`config.mk`:
```
export PLATFORM = sky130hd
export DESIGN_NAME = debounce_multi
export DESIGN_NICKNAME = d
export VERILOG_FILES = /design/src/rtl/debounce_multi.sv
export SDC_FILE = /design/constraint.sdc
export NUM_CORES = 1
export LEC_CHECK = 0
export CAP_MARGIN = 20
export CELL_PAD_IN_SITES_DETAIL_PLACEMENT = 1
export CELL_PAD_IN_SITES_GLOBAL_PLACEMENT = 1
export CORE_ASPECT_RATIO = 0.6
export CORE_MARGIN = 5
export CORE_UTILIZATION = 30
export CTS_CLUSTER_SIZE = 14
export DETAILED_ROUTE_END_ITERATION = 12
export PLACE_DENSITY_LB_ADDON = 0.1
export SYNTH_ARGS = -nofsm -noshare
export SYNTH_HDL_FRONTEND = slang
export SYNTH_HIERARCHICAL = 1
export SYNTH_SLANG_ARGS = --single-unit
```
`constraint.sdc`:
```
create_clock -name clk_d -period 3.55 [get_ports clk_d]
set_input_delay 0.71 -clock clk_d [delete_from_list [all_inputs] [get_ports clk_d]]
set_output_delay 0.71 -clock clk_d [all_outputs]
set_load 0.02 [all_outputs]
```
`src/rtl/debounce_multi.sv`:
```
// debounce_multi: N-channel push-button conditioner.
// Each channel has a DEPTH-sample window with hysteresis, a registered
// debounced level, rise/fall pulses, and a long-press / auto-repeat pulse.
// Raw inputs must already be synchronous to clk_d.

module debounce_lane #(
    parameter int DEPTH         = 4,
    parameter int HOLD_CYCLES   = 8,
    parameter int REPEAT_CYCLES = 4,
    parameter int REPEAT_EN     = 1,
    parameter int CNT_W         = 16
) (
    input  logic clk_d,
    input  logic rst,
    input  logic raw,
    output logic level,
    output logic rise,
    output logic fall,
    output logic long_p
);
    typedef enum logic [1:0] {S_IDLE, S_HOLD, S_REPEAT, S_DONE} state_t;

    localparam logic [CNT_W-1:0] HOLD_C = CNT_W'(HOLD_CYCLES);
    localparam logic [CNT_W-1:0] REP_C  = CNT_W'(REPEAT_CYCLES);
    localparam logic [CNT_W-1:0] ONE    = CNT_W'(1);

    logic [DEPTH-1:0] win;
    logic             level_next;
    state_t           state, state_nx;
    logic [CNT_W-1:0] cnt, cnt_nx;

    // Hysteresis: only a unanimous window changes the level.
    always_comb begin
        level_next = level;
        if (&win)
            level_next = 1'b1;
        else if (~|win)
            level_next = 1'b0;
    end

    // Sample window, registered level and its edge pulses.
    always_ff @(posedge clk_d or posedge rst) begin
        if (rst) begin
            win   <= '0;
            level <= 1'b0;
            rise  <= 1'b0;
            fall  <= 1'b0;
        end else begin
            win   <= {win[DEPTH-2:0], raw};
            level <= level_next;
            rise  <= level_next & ~level;
            fall  <= ~level_next & level;
        end
    end

    // Hold FSM state and counter registers.
    always_ff @(posedge clk_d or posedge rst) begin
        if (rst) begin
            state <= S_IDLE;
            cnt   <= '0;
        end else begin
            state <= state_nx;
            cnt   <= cnt_nx;
        end
    end

    // Hold FSM: counter restarts at 1 on each threshold hit so it never wraps;
    // a release always forces IDLE and masks any pulse in that cycle.
    always_comb begin
        state_nx = state;
        cnt_nx   = cnt;
        long_p   = 1'b0;
        if (!level_next) begin
            state_nx = S_IDLE;
            cnt_nx   = '0;
        end else begin
            case (state)
                S_IDLE: begin
                    state_nx = S_HOLD;
                    cnt_nx   = ONE;
                end
                S_HOLD: begin
                    if (cnt == HOLD_C) begin
                        long_p   = 1'b1;
                        cnt_nx   = ONE;
                        state_nx = (REPEAT_EN != 0) ? S_REPEAT : S_DONE;
                    end else begin
                        cnt_nx = cnt + ONE;
                    end
                end
                S_REPEAT: begin
                    if (cnt == REP_C) begin
                        long_p = 1'b1;
                        cnt_nx = ONE;
                    end else begin
                        cnt_nx = cnt + ONE;
                    end
                end
                default: begin
                    state_nx = S_DONE;
                    cnt_nx   = '0;
                end
            endcase
        end
    end
endmodule

module debounce_multi #(
    parameter int N_CH          = 2,
    parameter int DEPTH         = 4,
    parameter int HOLD_CYCLES   = 8,
    parameter int REPEAT_CYCLES = 4,
    parameter int REPEAT_EN     = 1,
    parameter int CNT_W         = 16
) (
    input  logic            clk_d,
    input  logic            rst,
    input  logic [N_CH-1:0] pb_raw,
    output logic [N_CH-1:0] pb_level,
    output logic [N_CH-1:0] pb_rise,
    output logic [N_CH-1:0] pb_fall,
    output logic [N_CH-1:0] pb_long
);
    for (genvar i = 0; i < N_CH; i++) begin : g_ch
        debounce_lane #(
            .DEPTH(DEPTH), .HOLD_CYCLES(HOLD_CYCLES), .REPEAT_CYCLES(REPEAT_CYCLES),
            .REPEAT_EN(REPEAT_EN), .CNT_W(CNT_W)
        ) u_lane (
            .clk_d  (clk_d),
            .rst    (rst),
            .raw    (pb_raw[i]),
            .level  (pb_level[i]),
            .rise   (pb_rise[i]),
            .fall   (pb_fall[i]),
            .long_p (pb_long[i])
        );
    end
endmodule
```
; ---- Word level (Yosys, flattened, before mapping)
; Cells that the tools add are included.
[word_totals]
n_memories = 0
rom_bits = 0
latch_bits = 0
regBits = 50
ramBits = 0
input_bits = 4
out_inout_bits = 8
[classes]
n_mux = 26
addsub = 2
n_reduce_logical = 8
mul = 0
bitwise = 8
n_shift = 0
magnitude_cmp = 0
n_eq_ne = 12
div_mod_pow = 0
[op_table]
columns = op, count
row1 = $mux 16, 6
row2 = $pmux 16 s3, 2
row3 = $add 16x1->16 const B, 2
row4 = $eq 16x3->1 const B, 2
row5 = $eq 16x4->1 const B, 2
row6 = $pmux 2 s3, 2
row7 = $mux 1, 10
row8 = $mux 2, 4
row9 = $reduce_and 4->1, 2
row10 = $reduce_or 4->1, 2
row11 = $ne 3x3->1 const B, 2
row12 = $and 1x1->1, 4
row13 = $eq 2x1->1 const B, 2
row14 = $eq 2x2->1 const B, 2
row15 = $logic_not 2->1, 2
row16 = $ne 2x2->1 const B, 2
row17 = $not 1->1, 4
row18 = $pmux 1 s2, 2
row19 = $reduce_and 2->1, 2

; ---- Logic depth before layout (Yosys ltp)
[logic_depth]
ltp_word = 5
mapped_depth = 7
ltp_nobuf = 6

; ---- Modules after synthesis
; Netlist, hierarchy kept.
[modules_own_cells]
columns = module, seq_area_each_um2, cells_per_inst, area_each_um2, n_inst
row1 = debounce_lane, 625.6, 128, 1333.8, 2

; ---- Worst setup path after synthesis
; OpenSTA, ideal clock, no wires.
[synth_timing]
kind = register to output
from = register g_ch[0].u_lane.cnt[0]
to = output pb_long[0]
required_ns = 2.840
arrival_time_ns = 1.467
slack_ns = 1.373
path_buffers = 0
path_stages_with_launch = 7
path_cell_list = dfrtp_1 -> inv_1 -> ha_1 -> nor4b_1 -> nand4_1 -> a21oi_1 -> and3_1
[synth_via]
elab_chain_len = 4
elab_cells_between_ends = 6
[synth_lines]
columns = item, line_no
row1 = start: declaration, 30  ; logic [CNT_W-1:0] cnt, cnt_nx;
row2 = start signal: assignment, 63  ; cnt <= cnt_nx;
row3 = $eq 16x3->1 / $eq 16x4->1 (equally long branches), "92, 83"
row4 = "$mux 1, on equally long branches", "92, 83"
row5 = $pmux 1 s2 *, 77  ; case (state)
row6 = $mux 1 *, 73  ; if (!level_next) begin
row7 = end: declaration, 122  ; output logic [N_CH-1:0] pb_long
; Every way passes the cells marked *; elsewhere a longest branch is shown, timed or not.

; ---- Worst setup path after layout
[layout_timing]
from = register g_ch[1].u_lane.cnt[0]
to = output pb_long[1]
[layout_via]
elab_chain_len = 4
elab_cells_between_ends = 6
[layout_lines]
columns = item, line_no
row1 = start: declaration, 30
row2 = start signal: assignment, 63
row3 = $eq 16x3->1 / $eq 16x4->1 (equally long branches), "92, 83"
row4 = "$mux 1, on equally long branches", "92, 83"
row5 = $pmux 1 s2 *, 77
row6 = $mux 1 *, 73
; Marked as above.

==> flow_summary_export.csv <==
group,metric,value,unit
global_route,grt.overflow.total,0,
power,peakVddDrop,0.206,mV
setup_path,cp_num_buf_inv,2,
global_route,grt_pass1_wl,10200,µm
setup_path,required,2840,ps
power,power,1510,µW
power,p_switching,444,µW
die,floorplan.die_area,10900,µm²
detailed_routing,avgRoutedWirePerCell,16.1,µm
setup_path,cp_slowest_cell,"clkdlybuf4s50_1",
setup_path,arrival,2490,ps
global_route,grtUsageMet1,19.7,%
cells_and_area,drive_gt1_share,12.0,%
cells_and_area,fillers,967,
cts,cts.sinks,50,
die,core_area,8590,µm²
cells_and_area,layout.cells.non_filler,380,
cts,post_cts_resized,0,
timing,finalHoldViolCount,0,
flow_run,maxCapViolCount,0,
setup_path,r2r_start,"g_ch[0].u_lane/state[0]",
hold_path,min_path_type,"reg2reg",
timing,finClkSkew,8.65,ps
setup_path,r2r_cells,6,
timing,finalCritPeriodShare,90.2,%
timing,fin_crit,3200,ps
die,rows,26,
yosys,yosysSeqAreaShare,46.9,%
cts,clkTransAtPathRegs,70,ps
cts,htree_levels,2,
detailed_routing,drc_errors,0,
power,leakagePower,0.00131,µW
global_route,grt_most_used_layer,"met1",
power,clockPowerShare,36.6,%
die,die_h,83.0,µm
setup_path,crit_path_cell_trace,"inv_1 -> ha_1 -> nor4b_1 -> nand4_1 -> a21oi_1 -> and3_1 -> clkdlybuf4s50_1",
setup_path,crit_family,"simple AND/OR/NAND/NOR gates",
timing,clock.fmax,312,MHz
cts,clock_latency,290,ps
placed_design,place_congestion,0.718,
cells_and_area,nets,285,
yosys,synth_cells,256,
setup_path,cp-end-kind,"primary output",
cts,post_cts_buffers,0,
detailed_routing,vias,1851,
yosys,syn-num-nets,274,
global_route,grt_util_met2,13.7,%
detailed_routing,dr.first_iter.drc_count,96,
detailed_routing,routed_via_density,4.87,
cells_and_area,synthToLayoutAreaGrowth,14.4,%
setup_path,startpoint,"g_ch[1].u_lane/cnt[0]",
setup_path,cp.depth,7,
detailed_routing,routed_wl,6130,µm
timing,setup_violations,0,
yosys,synthArstFlopShare,100,%
yosys,synth.yosys.warnings,6,
yosys,synth.distinct_cells,36,
die,pin_count,12,
setup_path,r2r-end,"g_ch[0].u_lane/cnt[9]",
global_route,use_met3,3.26,%
setup_path,critical_path_class,"reg2out",
setup_path,max_stage_delay,600,ps
placed_design,dp.cells,371,
die,fp.dieW,132,µm
global_route,grt_max_degree,26,
status,status,"finished, final reports clean",
power,p_comb_share,21.0,%
timing,setup_tns,0,ps
cts,cts_tree,"yes",
timing,slew_headroom,61.8,%
timing,worst-slew-pin-transition,572,ps
setup_path,path_max_fanout,4,
cts,cts_buffer_depth,2,
power,powerDensity,495,nW/µm²
placed_design,dp_hpwl,4530,µm
yosys,yosys_register_bits,50,
power,switching_share,29.4,%
yosys,synth-edff-count,0,
detailed_routing,firstDrtPassIters,4,
cts,ctsHoldBuffers,0,
die,initial_utilization,31.1,%
setup_path,start_kind,"flop",
yosys,syn_avg_cell_area,10.4,µm²
detailed_routing,final_antenna_net_count,0,
timing,rsz0062_at_grt,"no",
power,seqPwrFrac,42.4,%
cts,cts_buffers,5,
yosys,ys.flop_type,"dfrtp_1",
power,cellInternalPower,1070,µW
cts,clock-root-buffer,"clkbuf_16",
global_route,antenna_found_initial,0,
timing,slew_viol_final,0,
placed_design,portBuffers,11,
global_route,gr-usage-all-layers,11.6,%
setup_path,crit_end,"pb_long[1]",
global_route,grt_pass1_vias,1859,
yosys,netlist_area,2670,µm²
setup_path,r2r_slack,1520,ps
==> registers in the layout, indices dropped and copies added, names as in the netlist <==
name               count
g_ch.u_lane/level      2
g_ch.u_lane/fall       2
g_ch.u_lane/cnt       32
g_ch.u_lane/state      4
g_ch.u_lane/rise       2
g_ch.u_lane/win        8
==> cell type report <==
class | instances | area [µm²] | share of cell area (%)
diodes | 1 | 2.50 | 0.0820
inverters | 22 | 82.6 | 2.71
repair buffers | 14 | 153 | 5.00
clock buffers | 6 | 139 | 4.55
flip-flops and latches | 50 | 1250 | 41.0
well taps | 112 | 140 | 4.59
multi-input cells | 174 | 1250 | 41.1
clock inverters | 1 | 30.0 | 0.984
==> routing by layer <==
layer  vias to the layer above  wire, µm
met5                         -         0
met4                         0        40
met3                         4       186
met2                        13      2180
met1                       923      3720
li1                        911         -
==> metrics by stage <==
| stage | setup slack (ps) | hold slack [ps] | instance area (µm²) | util [%] |
|---|---|---|---|---|
| 2_1_floorplan | 1370 | 415 | 2670 | - |
| 3_3_place_gp | 700 | 439 | 2850 | 33.2 |
| 3_5_place_dp | 645 | 444 | 2850 | 33.2 |
| 4_1_cts | 308 | 459 | 3020 | 35.2 |
| 5_1_grt | 159 | 483 | 3050 | 35.5 |
| 6_report | 349 | 457 | 3050 | 35.5 |
==> synthesized netlist by cell type, types with 6 or more instances <==
cell type / number / share of area (%)
dfrtp_1: 50 / 47
nor2_1: 28 / 3.9
inv_1: 22 / 3.1
xor2_1: 18 / 5.9
ha_1: 14 / 6.6
a21oi_1: 12 / 2.3
nand3_1: 12 / 2.3
nand4_1: 10 / 2.3
o21ai_0: 10 / 1.9
and3_1: 8 / 1.9
nor3_1: 6 / 1.1
or3_1: 6 / 1.4
==> layout by cell type (no fill, tap or decap), types with 4 or more instances in the layout <==
master	instances
dfrtp_1	50
nor2_1	28
inv_1	22
xor2_1	18
ha_1	14
a21oi_1	12
nand3_1	12
clkdlybuf4s50_1	11
nand4_1	10
o21ai_0	10
and3_1	8
nor3_1	6
or3_1	6
clkbuf_16	5
o31a_1	4
and2_1	4
nand2_1	4
nand3b_1	4
==> cells by family (layout without fill, tap and decap cells) <==
logic type | after synthesis | in the layout | synth area share [%]
adders and majority gates | 14 | 14 | 6.57
and+or+nand+nor | 102 | 102 | 23.0
xor gates and xnor gates | 20 | 20 | 6.57
DFF | 50 | 50 | 46.9
muxes | 2 | 2 | 0.844
AOI/OAI and AO/OA | 36 | 36 | 10.0
buffers and inverters | 32 | 43 | 6.10
other | 0 | 1 | 0
==> how the worst min path moves through the flow <==
stage / from / to / slack (ps) / depth (start not counted)
2_1_floorplan: g_ch[0].u_lane/win[2] / g_ch[0].u_lane/win[3] / 410 / 0
3_3_place_gp: g_ch[0].u_lane/win[1] / g_ch[0].u_lane/win[2] / 440 / 0
3_5_place_dp: g_ch[0].u_lane/win[1] / g_ch[0].u_lane/win[2] / 440 / 0
4_1_cts: g_ch[0].u_lane/win[1] / g_ch[0].u_lane/win[2] / 460 / 0
5_1_grt: g_ch[1].u_lane/win[2] / g_ch[1].u_lane/win[3] / 480 / 0
6_report: g_ch[0].u_lane/win[2] / g_ch[0].u_lane/win[3] / 460 / 0
==> power by group through the flow <==
stage               logic, µW  registers (µW)  clock network (µW)
global route              362             648                 592
floorplan                 244             643                   0
detailed placement        321             651                   0
finish                    318             640                 553
global placement          327             651                   0
CTS                       322             641                 573
No activity file was read; power rests on OpenSTA's default activity.
